**src/rtl/pipe_skid_reg.sv**
```systemverilog
// pipe_skid_reg: pipeline stage register with a 2-entry skid buffer,
// registered valid/ready handshake, synchronous flush and bubble value.
module pipe_skid_reg #(
    parameter int unsigned   DW      = 64,
    parameter logic [DW-1:0] RST_VAL = {DW{1'b0}}
) (
    input  logic          clk,
    input  logic          rst,
    input  logic          flush_i,
    input  logic          in_valid_i,
    output logic          in_ready_o,
    input  logic [DW-1:0] in_data_i,
    output logic          out_valid_o,
    input  logic          out_ready_i,
    output logic [DW-1:0] out_data_o,
    output logic [1:0]    count_o
);

    typedef enum logic [1:0] {
        EMPTY = 2'd0,
        ONE   = 2'd1,
        FULL  = 2'd2
    } state_t;

    state_t        state_q, state_d;
    logic [DW-1:0] main_q, main_d;
    logic [DW-1:0] skid_q, skid_d;
    logic          rdy_q, vld_q;
    logic          in_fire, out_fire;

    assign in_fire  = in_valid_i & rdy_q;
    assign out_fire = vld_q & out_ready_i;

    always_comb begin
        state_d = state_q;
        main_d  = main_q;
        skid_d  = skid_q;
        if (flush_i) begin
            state_d = EMPTY;
            main_d  = RST_VAL;
            skid_d  = RST_VAL;
        end else begin
            unique case (state_q)
                EMPTY: begin
                    if (in_fire) begin
                        main_d  = in_data_i;
                        state_d = ONE;
                    end
                end
                ONE: begin
                    case ({in_fire, out_fire})
                        2'b11: main_d = in_data_i;
                        2'b10: begin
                            skid_d  = in_data_i;
                            state_d = FULL;
                        end
                        2'b01: begin
                            main_d  = RST_VAL;
                            state_d = EMPTY;
                        end
                        default: ;
                    endcase
                end
                FULL: begin
                    // skid is always the younger entry, so it moves up
                    if (out_fire) begin
                        main_d  = skid_q;
                        skid_d  = RST_VAL;
                        state_d = ONE;
                    end
                end
                default: begin
                    state_d = EMPTY;
                    main_d  = RST_VAL;
                    skid_d  = RST_VAL;
                end
            endcase
        end
    end

    // Handshake outputs get their own flops so ready/valid leave the
    // stage straight from a register, with no decode behind them.
    always_ff @(posedge clk) begin
        if (!rst) begin
            state_q <= EMPTY;
            main_q  <= RST_VAL;
            skid_q  <= RST_VAL;
            rdy_q   <= 1'b1;
            vld_q   <= 1'b0;
        end else begin
            state_q <= state_d;
            main_q  <= main_d;
            skid_q  <= skid_d;
            rdy_q   <= (state_d != FULL);
            vld_q   <= (state_d != EMPTY);
        end
    end

    assign in_ready_o  = rdy_q;
    assign out_valid_o = vld_q;
    assign out_data_o  = main_q;
    assign count_o     = state_q;

endmodule

```
**config.mk**
```make
export PLATFORM = sky130hd
export DESIGN_NAME = pipe_skid_reg
export DESIGN_NICKNAME = d
export VERILOG_FILES = /design/src/rtl/pipe_skid_reg.sv
export SDC_FILE = /design/constraint.sdc
export NUM_CORES = 1
export LEC_CHECK = 0
export ABC_AREA = 1
export BUFFER_PORTS_ARGS = -buffer_cell sky130_fd_sc_hd__buf_2
export CAP_MARGIN = 20
export CELL_PAD_IN_SITES_DETAIL_PLACEMENT = 1
export CELL_PAD_IN_SITES_GLOBAL_PLACEMENT = 2
export CORE_ASPECT_RATIO = 1.2
export CORE_MARGIN = 8
export CORE_UTILIZATION = 31
export CTS_CLUSTER_SIZE = 25
export DETAILED_ROUTE_END_ITERATION = 12
export GPL_TIMING_DRIVEN = 0
export PLACE_DENSITY = 0.93
export REMOVE_ABC_BUFFERS = 1
export SLEW_MARGIN = 20
export SYNTH_ARGS = -nofsm -noshare
export SYNTH_HDL_FRONTEND = slang
export SYNTH_SLANG_ARGS = --single-unit
```
**constraint.sdc**
```tcl
create_clock -name clk -period 5 [get_ports clk]
set_clock_uncertainty 0.1 [all_clocks]
set_input_delay 1.25 -clock clk [delete_from_list [all_inputs] [get_ports clk]]
set_output_delay 1.25 -clock clk [all_outputs]
set_load 0.005 [all_outputs]
```
==> results by group, run 1 <==
Logic synthesis
  • Synth Instances: 1025
  • Post-synth EDFFs: 0
  • Netlist cell types: 16
  • Mean Syn Cell Area: 6.40 sq um
  • Synthesized flop and latch total: 132
  • Synth Flop Type: dfxtp_1
  • Async SR Flop Fraction: 0%
  • Seq/Total Area, Yosys: 40.3%
  • Yosys warns: 0
  • Cell Area, Synth: 6560 sq um

Final layout
  • Multi-input logic area: 3330 sq um
  • N_diodes: 0
  • Share of layout cells above drive strength 1: 17.2%
  • Layout Utilization: 39.3%
  • Commonest non-fill, non-tap cells in the layout: nand2_1 (334), buf_2 (136), nand3_1 (131)
  • Filler cells: 2731
  • Reg area: 2650 sq um
  • Syn-to-layout area delta: 25.0%
  • Fin nets: 1176
  • Most common cell after layout, fill and taps aside: nand2_1

Timing
  • Slew HR: 47.7%
  • Worst Tran Pin Value: 0.784 ns
  • Final setup vio count: 0
  • Final hold violation count: 0
  • Final Cycle Share: 64.9%
  • RSZ-0062 raised after global routing: no
  • Final min period: 3.24 ns
  • Max Slew Vio Count: 0
  • Max Clk Rate: 0.308 GHz

Pwr
  • Total Power: 2.73 mW
  • Static leakage: 3.61 nW
  • Power Dens Cells: 333 nW/um^2
  • Max IR drop VDD: 0.218 mV

Floorplanning
  • Initial core utilization: 31.5%
  • Die W: 149 microns
  • Die height: 175 microns
  • Rows: 58
  • Number of I/O pins: 137
  • Core area: 20800 sq um
  • Die area: 26100 sq um

Clocking
  • CTS Buf Count: 17
  • CTS Sinks: 132
  • CTS Hold Bufs: 0
  • Root Driver: clkbuf_16
  • CTS tree: yes
  • Clk pin slew, worst setup/hold paths: 0.06 ns
  • Clk buf depth: 2
  • Clock latency on the worst-skew pair: 0.41 ns
  • H-tree level count: 4
  • Post-CTS Setup Bufs: 0
  • CTS resizes: 0

Global route
  • Vias in the first global route: 7605
  • First-pass GRT wire length: 38500 microns
  • GR Overflow Total: 0
  • Pin count of the biggest net entering global routing: 69
  • Initial antenna violation count: 1
  • Global-route usage over all layers: 18.0%

Placed design
  • Port Buffers: 136
  • DP HPWL: 14700 microns
  • GP Congestion: 0.708

Worst hold path
  • Min-delay worst type: register to register

Setup path
  • CP Launch Type: primary input
  • Worst Path Required: 5.19 ns
  • Worst Path Arrival: 3.43 ns
  • Slowest CP cell: nand2_4
  • Crit path capture type: register
  • Worst-path cell chain: buf_2 -> nand2_1 -> inv_1 -> ha_4 -> buf_12 -> inv_1 -> o21ai_1 -> nand2_4 -> nand2_1 -> a21oi_1
  • Critical path class: primary input to register
  • Slowest Stage Delay on Critical Path: 0.47 ns
  • Critical path peak fanout: 64

Drt
  • DRT Wirelength: 22800 microns
  • Via density: 5.09
  • # DRC: 0
  • DR WL/cell: 16.5 microns
  • Post-route ant nets: 0
  • Detailed Route Iter0 Violations: 311
  • Via count: 7064
  • DRT Pass-1 Iters: 4

Flow run
  • Max-cap viol count: 0

Status
  • Status: completed
-- flip-flops by register name, indices dropped and copies added, names as in the netlist --
name / count
in_ready_o: 1
skid_q: 64
count_o: 2
out_valid_o: 1
out_data_o: 64
-- layout make-up --
| class | instances | area share, % |
|---|---|---|
| multi-input cells | 732 | 40.6 |
| repair buffers | 149 | 11.9 |
| flip-flops and latches | 132 | 32.3 |
| clock buffers | 25 | 6.41 |
| well taps | 270 | 4.12 |
| inverters | 73 | 3.41 |
| clock inverters | 7 | 1.13 |
-- through the flow --
| step | TNS [ns] | setup WS, ns | cell area, sq um | instances | hold slack, ns |
|---|---|---|---|---|---|
| finish | 0 | 1.76 | 8190 | 1388 | 0.359 |
| global route | 0 | 1.56 | 8190 | 1388 | 0.377 |
| CTS | 0 | 1.75 | 8190 | 1388 | 0.363 |
| detailed placement | 0 | 1.33 | 7580 | 1356 | 0.354 |
| global placement | -365.12 | -4.78 | 7190 | 1343 | 0.348 |
| floorplan | 0 | 0.00544 | 6170 | 937 | 0.342 |
-- power breakdown --
part / switching (mW) / internal, mW
logic: 0.210 / 0.117
clock network: 0.482 / 0.828
registers: 0.0165 / 1.07
-- path summary, 6_finish.rpt --
check / start / endpoint / slack (ns) / depth (start not counted)
worst max-delay path: in_valid_i / skid_q[63]$_SDFFE_PP0P_ / 1.76 / 10
worst min-delay path: out_data_o[2]$_SDFFE_PP0P_ / out_data_o[2]$_SDFFE_PP0P_ / 0.36 / 2
worst max register to register: count_o[1]$_SDFF_PN0_ / skid_q[36]$_SDFFE_PP0P_ / 2.24 / 6
worst min register to register: out_data_o[2]$_SDFFE_PP0P_ / out_data_o[2]$_SDFFE_PP0P_ / 0.36 / 2
-- routing by layer --
| layer | global-route usage, % | part of all wire (%) |
|---|---|---|
| met5 | 0 | 0.044 |
| met2 | 32.4 | 51 |
| met3 | 4.30 | 4.9 |
| met1 | 20.9 | 44 |
| met4 | 4.42 | 0.58 |
-- cell usage after synthesis, types with 2 or more instances --
library cell / number / area [sq um]
nand2_1: 336 / 1260
dfxtp_1: 132 / 2640
nand3_1: 132 / 661
a21oi_1: 128 / 641
inv_1: 71 / 267
nor2_1: 67 / 251
nand4_1: 64 / 400
clkbuf_1: 42 / 158
buf_2: 34 / 170
buf_1: 10 / 37.5
buf_4: 2 / 15.0
ha_1: 2 / 25.0
inv_2: 2 / 7.51
-- logic make-up (layout without fill, tap and decap cells) --
kind of cell,after synthesis,after routing,synth area share [%]
and+or+nand+nor,600,600,39.4
adders and majority gates,2,2,0.382
buffers and inverters,161,254,9.98
DFF,132,132,40.3
AOI/OAI and AO/OA,130,130,9.96
-- critical path, delay by kind of cell --
family	cells	cell delay, ns
AND/OR/NAND/NOR	3	0.82
buffers and inverters	4	0.59
adder cells (fa/ha/maj)	1	0.44
AO/OA/AOI/OAI	2	0.31
Power figures use the tool's default switching activity.
==> inputs of run 2 (changes only) <==
--- a/config.mk
+++ b/config.mk
@@ -12,11 +12,11 @@
 export CELL_PAD_IN_SITES_GLOBAL_PLACEMENT = 2
 export CORE_ASPECT_RATIO = 1.2
 export CORE_MARGIN = 8
-export CORE_UTILIZATION = 31
+export CORE_UTILIZATION = 29
 export CTS_CLUSTER_SIZE = 25
 export DETAILED_ROUTE_END_ITERATION = 12
 export GPL_TIMING_DRIVEN = 0
-export PLACE_DENSITY = 0.93
+export PLACE_DENSITY = 0.88
 export REMOVE_ABC_BUFFERS = 1
 export SLEW_MARGIN = 20
 export SYNTH_ARGS = -nofsm -noshare
==> constraint.sdc (replaced) <==
create_clock -name clk -period 3.16 [get_ports clk]
set_clock_uncertainty 0.1 [all_clocks]
set_input_delay 0.79 -clock clk [delete_from_list [all_inputs] [get_ports clk]]
set_output_delay 0.79 -clock clk [all_outputs]
set_load 0.005 [all_outputs]
==> results by group, run 2 (synthesized netlist as in run 1, its figures left out) <==
Floorplanning
  • Die W: 153 microns (+3.0%)
  • Rows: 60 (+3.4%)
  • Number of I/O pins: 137 (unchanged)
  • Die height: 181 microns (+3.1%)
  • Core area: 22300 sq um (+7.1%)
  • Die area: 27700 sq um (+6.2%)
  • Initial core utilization: 29.4% (-2.1 points)

Clocking
  • H-tree level count: 4 (unchanged)
  • CTS tree: yes
  • Clk pin slew, worst setup/hold paths: 0.07 ns (about the same)
  • Root Driver: clkbuf_16
  • Clock latency on the worst-skew pair: 0.42 ns (about the same)
  • Post-CTS Setup Bufs: 0 (unchanged)
  • Clk buf depth: 2 (unchanged)
  • CTS Sinks: 132 (unchanged)
  • CTS Hold Bufs: 0 (unchanged)
  • CTS resizes: 0 (unchanged)
  • CTS Buf Count: 17 (unchanged)

Worst hold path
  • Min-delay worst type: register to register
  • Worst hold path stage count: 2 (unchanged)
  • HP Start: out_data_o[8]$_SDFFE_PP0P_
  • Worst Hold Path EP: out_data_o[8]$_SDFFE_PP0P_

Setup path
  • Crit path capture type: register
  • Worst Path Arrival: 3.00 ns (-0.43 ns)
  • R2R setup slack: 0.35 ns (-1.89 ns)
  • Worst Path Required: 3.35 ns (-1.84 ns)
  • Critical path peak fanout: 67 (+4.7%)
  • CP Launch Type: register
  • Reg2Reg Depth: 8 (+2)
  • R2r startpoint: count_o[0]$_SDFF_PN0_
  • Reg2reg end: out_data_o[51]$_SDFFE_PP0P_
  • Critical path class: register to register

Timing
  • Max Clk Rate: 0.355 GHz
  • Final Cycle Share: 89.1%
  • Min Hold Slack: 0.360 ns (+0.000451 ns)
  • RSZ-0062 raised after global routing: no
  • Final min period: 2.81 ns
  • Final setup vio count: 0 (unchanged)
  • Max Slew Vio Count: 0 (unchanged)
  • Worst Tran Pin Value: 0.822 ns (+0.0377 ns)
  • Final hold violation count: 0 (unchanged)
  • Slew HR: 45.2% (-2.5 points)

Placed design
  • Placed cells: 1365 (+0.66%)
  • GP Congestion: 0.720 (+1.7%)
  • Port Buffers: 136 (unchanged)
  • Post-placement cell area: 7600 sq um (+0.35%)
  • DP HPWL: 14600 microns (-0.73%)

Drt
  • Via count: 7022 (-0.59%)
  • Detailed Route Iter0 Violations: 366 (+18%)
  • Post-route ant nets: 0 (unchanged)
  • DRT Pass-1 Iters: 4 (unchanged)
  • DR WL/cell: 16.6 microns (+0.82%)
  • Via density: 5.03 (-1.2%)
  • # DRC: 0 (unchanged)
  • DRT Wirelength: 23200 microns (+1.5%)

Pwr
  • Power Dens Cells: 519 nW/um^2 (+56%)
  • Max IR drop VDD: 0.360 mV (+66%)
  • Static leakage: 3.61 nW (-0.23%)
  • Total Power: 4.25 mW (+56%)

Final layout
  • Fin nets: 1176 (unchanged)
  • N_diodes: 0 (unchanged)
  • Post-route cell area: 8190 sq um (unchanged)
  • Filler cells: 2873 (+5.2%)
  • Share of layout cells above drive strength 1: 17.3% (+0.089 points)
  • Most common cell after layout, fill and taps aside: nand2_1
  • Fin cells: 1397 (+0.65%)
  • Commonest non-fill, non-tap cells in the layout: nand2_1 (334), buf_2 (136), nand3_1 (131)
  • Multi-input logic area: 3330 sq um (unchanged)
  • Reg area: 2650 sq um (unchanged)
  • Syn-to-layout area delta: 25.0% (unchanged)

Status
  • Status: completed

Flow run
  • Max-cap viol count: 0 (unchanged)

Global route
  • GR Overflow Total: 0 (unchanged)
  • Global-route usage over all layers: 16.8% (-1.3 points)
  • Initial antenna violation count: 2 (+1)
  • Pin count of the biggest net entering global routing: 69 (unchanged)
  • Vias in the first global route: 7273 (-4.4%)
  • First-pass GRT wire length: 38100 microns (-0.99%)
-- run 2: worst max-delay path by stage --
stage | startpoint | end | slack (ns) | depth (start not counted)
2_1_floorplan | count_o[0]$_SDFF_PN0_ | out_data_o[0]$_SDFFE_PP0P_ | -1.83 | 5
3_3_place_gp | count_o[1]$_SDFF_PN0_ | out_data_o[4]$_SDFFE_PP0P_ | -6.67 | 5
3_5_place_dp | in_valid_i | skid_q[44]$_SDFFE_PP0P_ | 0.21 | 9
4_1_cts | count_o[1]$_SDFF_PN0_ | out_data_o[60]$_SDFFE_PP0P_ | 0.34 | 8
5_1_grt | count_o[1]$_SDFF_PN0_ | out_data_o[51]$_SDFFE_PP0P_ | 0.11 | 8
6_report | count_o[0]$_SDFF_PN0_ | out_data_o[51]$_SDFFE_PP0P_ | 0.35 | 8
-- run 2: final cells by class --
cell class / instances / share of cell area [%]
Multi-Input combinational cell: 732 / 40.6
Sequential cell: 132 / 32.3
Clock inverter: 10 / 1.19
Clock buffer: 22 / 6.03
Tap cell: 279 / 4.26
Inverter: 73 / 3.41
Timing Repair Buffer: 149 / 12.1
-- run 2: metrics by stage --
step / setup slack [ns] / setup TNS (ns) / util [%]
3_3_place_gp: -6.67 / -608.31 / 32.3
6_report: 0.346 / 0 / 36.8
2_1_floorplan: -1.83 / -145.02 / -
5_1_grt: 0.109 / 0 / 36.8
4_1_cts: 0.337 / 0 / 36.8
3_5_place_dp: 0.215 / 0 / 34.1
-- run 2: critical path: stages (launching register included) --
cell	delay, ns
dfxtp_4	0.46
buf_12	0.25
inv_4	0.63
nand2_1	0.15
nand2_1	0.16
nand3_4	0.35
buf_12	0.33
nand2_1	0.11
a21oi_1	0.06
-- run 2: per-layer routing --
layer | GRT usage [%] | vias to the layer above | routed length (microns)
met3 | 3.87 | 21 | 1080
li1 | - | 3505 | -
met4 | 4.56 | 4 | 238
met2 | 29.4 | 137 | 11500
met5 | 0 | - | 23
met1 | 20.1 | 3355 | 10300
-- run 2: report_power, final --
group / switching (mW) / leakage, nW / internal (mW) / total, mW
registers: 0.0246 / 1.07 / 1.70 / 1.72
clock network: 0.813 / 0.285 / 1.19 / 2.01
logic: 0.336 / 2.25 / 0.187 / 0.524
==> inputs of run 3 (changes only) <==
--- a/config.mk
+++ b/config.mk
@@ -16,7 +16,7 @@
 export CTS_CLUSTER_SIZE = 25
 export DETAILED_ROUTE_END_ITERATION = 12
 export GPL_TIMING_DRIVEN = 0
-export PLACE_DENSITY = 0.88
+export PLACE_DENSITY_LB_ADDON = 0.1
 export REMOVE_ABC_BUFFERS = 1
 export SLEW_MARGIN = 20
 export SYNTH_ARGS = -nofsm -noshare
==> results by group, run 3 (synthesized netlist as in run 1, its figures left out) <==
Floorplanning
  • Die height: 181 microns (unchanged)
  • Number of I/O pins: 137 (unchanged)
  • Rows: 60 (unchanged)
  • Die W: 153 microns (unchanged)
  • Core area: 22300 sq um (unchanged)
  • Die area: 27700 sq um (unchanged)
  • Initial core utilization: 29.4% (unchanged)

Global route
  • Pin count of the biggest net entering global routing: 69 (unchanged)
  • Vias in the first global route: 7279 (+0.082%)
  • GR Overflow Total: 0 (unchanged)
  • Initial antenna violation count: 3 (+1)
  • First-pass GRT wire length: 39800 microns (+4.5%)
  • Global-route usage over all layers: 17.9% (+1.1 points)

Drt
  • DRT Pass-1 Iters: 4 (unchanged)
  • Via count: 6989 (-0.47%)
  • Post-route ant nets: 0 (unchanged)
  • # DRC: 0 (unchanged)
  • DRT Wirelength: 24500 microns (+5.9%)
  • Detailed Route Iter0 Violations: 342 (-6.6%)
  • Via density: 5.00 (-0.54%)
  • DR WL/cell: 17.5 microns (+5.8%)

Pwr
  • Total Power: 4.25 mW (-0.18%)
  • Power Dens Cells: 517 nW/um^2 (-0.47%)
  • Max IR drop VDD: 0.361 mV (+0.18%)
  • Static leakage: 3.62 nW (+0.45%)

Setup path
  • Largest delay share family, worst path: buffers and inverters
  • Critical path class: register to register
  • Slowest Stage Delay on Critical Path: 0.73 ns (+0.10 ns)
  • Worst Path Arrival: 3.16 ns (+0.16 ns)
  • Critical path peak fanout: 42 (-37%)
  • CP Buf/Inv Count: 5 (+2)
  • CP dominant cell by count: buf_16
  • Worst path depth: 10 (+2)
  • Worst Path Required: 3.33 ns (-0.02 ns)
  • Reg2Reg Depth: 10 (+2)
  • CP Launch Type: register
  • Crit path capture type: register
  • Worst-path cell chain: buf_12 -> nor2_4 -> buf_16 -> buf_16 -> buf_16 -> nand2_1 -> nand3_4 -> buf_12 -> nand2_1 -> a21oi_1
  • Slowest CP cell: dfxtp_4

Worst hold path
  • Min-delay worst type: register to register
  • Worst hold path stage count: 2 (unchanged)

Final layout
  • Layout Utilization: 36.9% (+0.11 points)
  • Syn-to-layout area delta: 25.4%
  • Filler cells: 2866 (-0.24%)
  • Share of layout cells above drive strength 1: 17.1% (-0.18 points)
  • Fin nets: 1177 (+0.085%)
  • Most common cell after layout, fill and taps aside: nand2_1
  • Commonest non-fill, non-tap cells in the layout: nand2_1 (334), buf_2 (136), nand3_1 (131)
  • Fin cells: 1398 (+0.072%)

Clocking
  • CTS resizes: 0 (unchanged)
  • Clk buf depth: 2 (unchanged)
  • CTS Sinks: 132 (unchanged)
  • CTS Hold Bufs: 0 (unchanged)
  • Post-CTS Setup Bufs: 0 (unchanged)
  • CTS Buf Count: 17 (unchanged)
  • CTS tree: yes
  • Clk pin slew, worst setup/hold paths: 0.06 ns (about the same)
  • H-tree level count: 4 (unchanged)
  • Clock latency on the worst-skew pair: 0.42 ns (about the same)
  • Root Driver: clkbuf_16

Timing
  • Slew HR: 42.7% (-2.5 points)
  • Max Slew Vio Count: 0 (unchanged)
  • Final setup vio count: 0 (unchanged)
  • Final min period: 2.99 ns (+0.173 ns)
  • RSZ-0062 raised after global routing: no
  • Final Cycle Share: 94.5% (+5.5 points)
  • Min Hold Slack: 0.360 ns (-0.0000680 ns)
  • Worst Tran Pin Value: 0.860 ns (+0.0376 ns)
  • Final hold violation count: 0 (unchanged)
  • Max Clk Rate: 0.335 GHz (-5.8%)

Placed design
  • DP HPWL: 14600 microns (+0.39%)
  • Placed cells: 1366 (+0.073%)
  • GP Congestion: 0.721 (+0.19%)
  • Port Buffers: 136 (unchanged)

Status
  • Status: completed

Flow run
  • Max-cap viol count: 0 (unchanged)
## run 3: changes by cell type in the layout (fill, tap and decap cells not counted), sizes merged
cell | before | now
inv | 74 | 73
buf | 149 | 150
bufinv | 1 | 2
diode | 0 | 1
clkinvlp | 3 | 2
## run 3: cell type report
| type | instances | area (sq um) | share of cell area, % |
|---|---|---|---|
| sequential | 132 | 2650 | 32.2 |
| tap | 279 | 349 | 4.25 |
| inverter | 73 | 279 | 3.40 |
| clock buffer | 22 | 474 | 5.77 |
| multi-input combinational | 732 | 3330 | 40.5 |
| antenna | 1 | 2.50 | 0.0305 |
| clock inverter | 9 | 104 | 1.26 |
| timing repair buffer | 150 | 1030 | 12.5 |
## run 3: through the flow
step	setup slack (ns)	area, sq um	setup TNS (ns)
after floorplan	-1.83	6170	-145.02
after global routing	0.0165	8220	0
final	0.173	8220	0
after global placement	-7.53	7200	-694.78
after detailed placement	0.164	7640	0
after CTS	0.118	8220	0
## run 3: worst min-delay path, stage by stage (launching register included)
cell	delay, ns
dfxtp_1	0.31
nand2_1	0.06
a21oi_1	0.05
## run 3: metal layers
metal | part of all wire (%) | GRT usage (%)
met1 | 46 | 21.7
met2 | 49 | 31.2
met3 | 3.5 | 3.80
met4 | 1.2 | 5.19
met5 | 0.11 | 0
## run 3: worst paths after layout
check	slack [ns]	end	start
setup / recovery	0.17	out_data_o[17]$_SDFFE_PP0P_	count_o[0]$_SDFF_PN0_
hold / removal	0.36	out_data_o[27]$_SDFFE_PP0P_	out_data_o[27]$_SDFFE_PP0P_
setup reg to reg	0.17	out_data_o[17]$_SDFFE_PP0P_	count_o[0]$_SDFF_PN0_
hold reg to reg	0.36	out_data_o[27]$_SDFFE_PP0P_	out_data_o[27]$_SDFFE_PP0P_
## run 3: report_power, final
| group | internal, mW | switching [mW] | total [mW] |
|---|---|---|---|
| Sequential | 1.70 | 0.0298 | 1.73 |
| Combinational | 0.191 | 0.338 | 0.529 |
| Clock | 1.22 | 0.770 | 1.99 |
| Total | 3.11 | 1.14 | 4.25 |
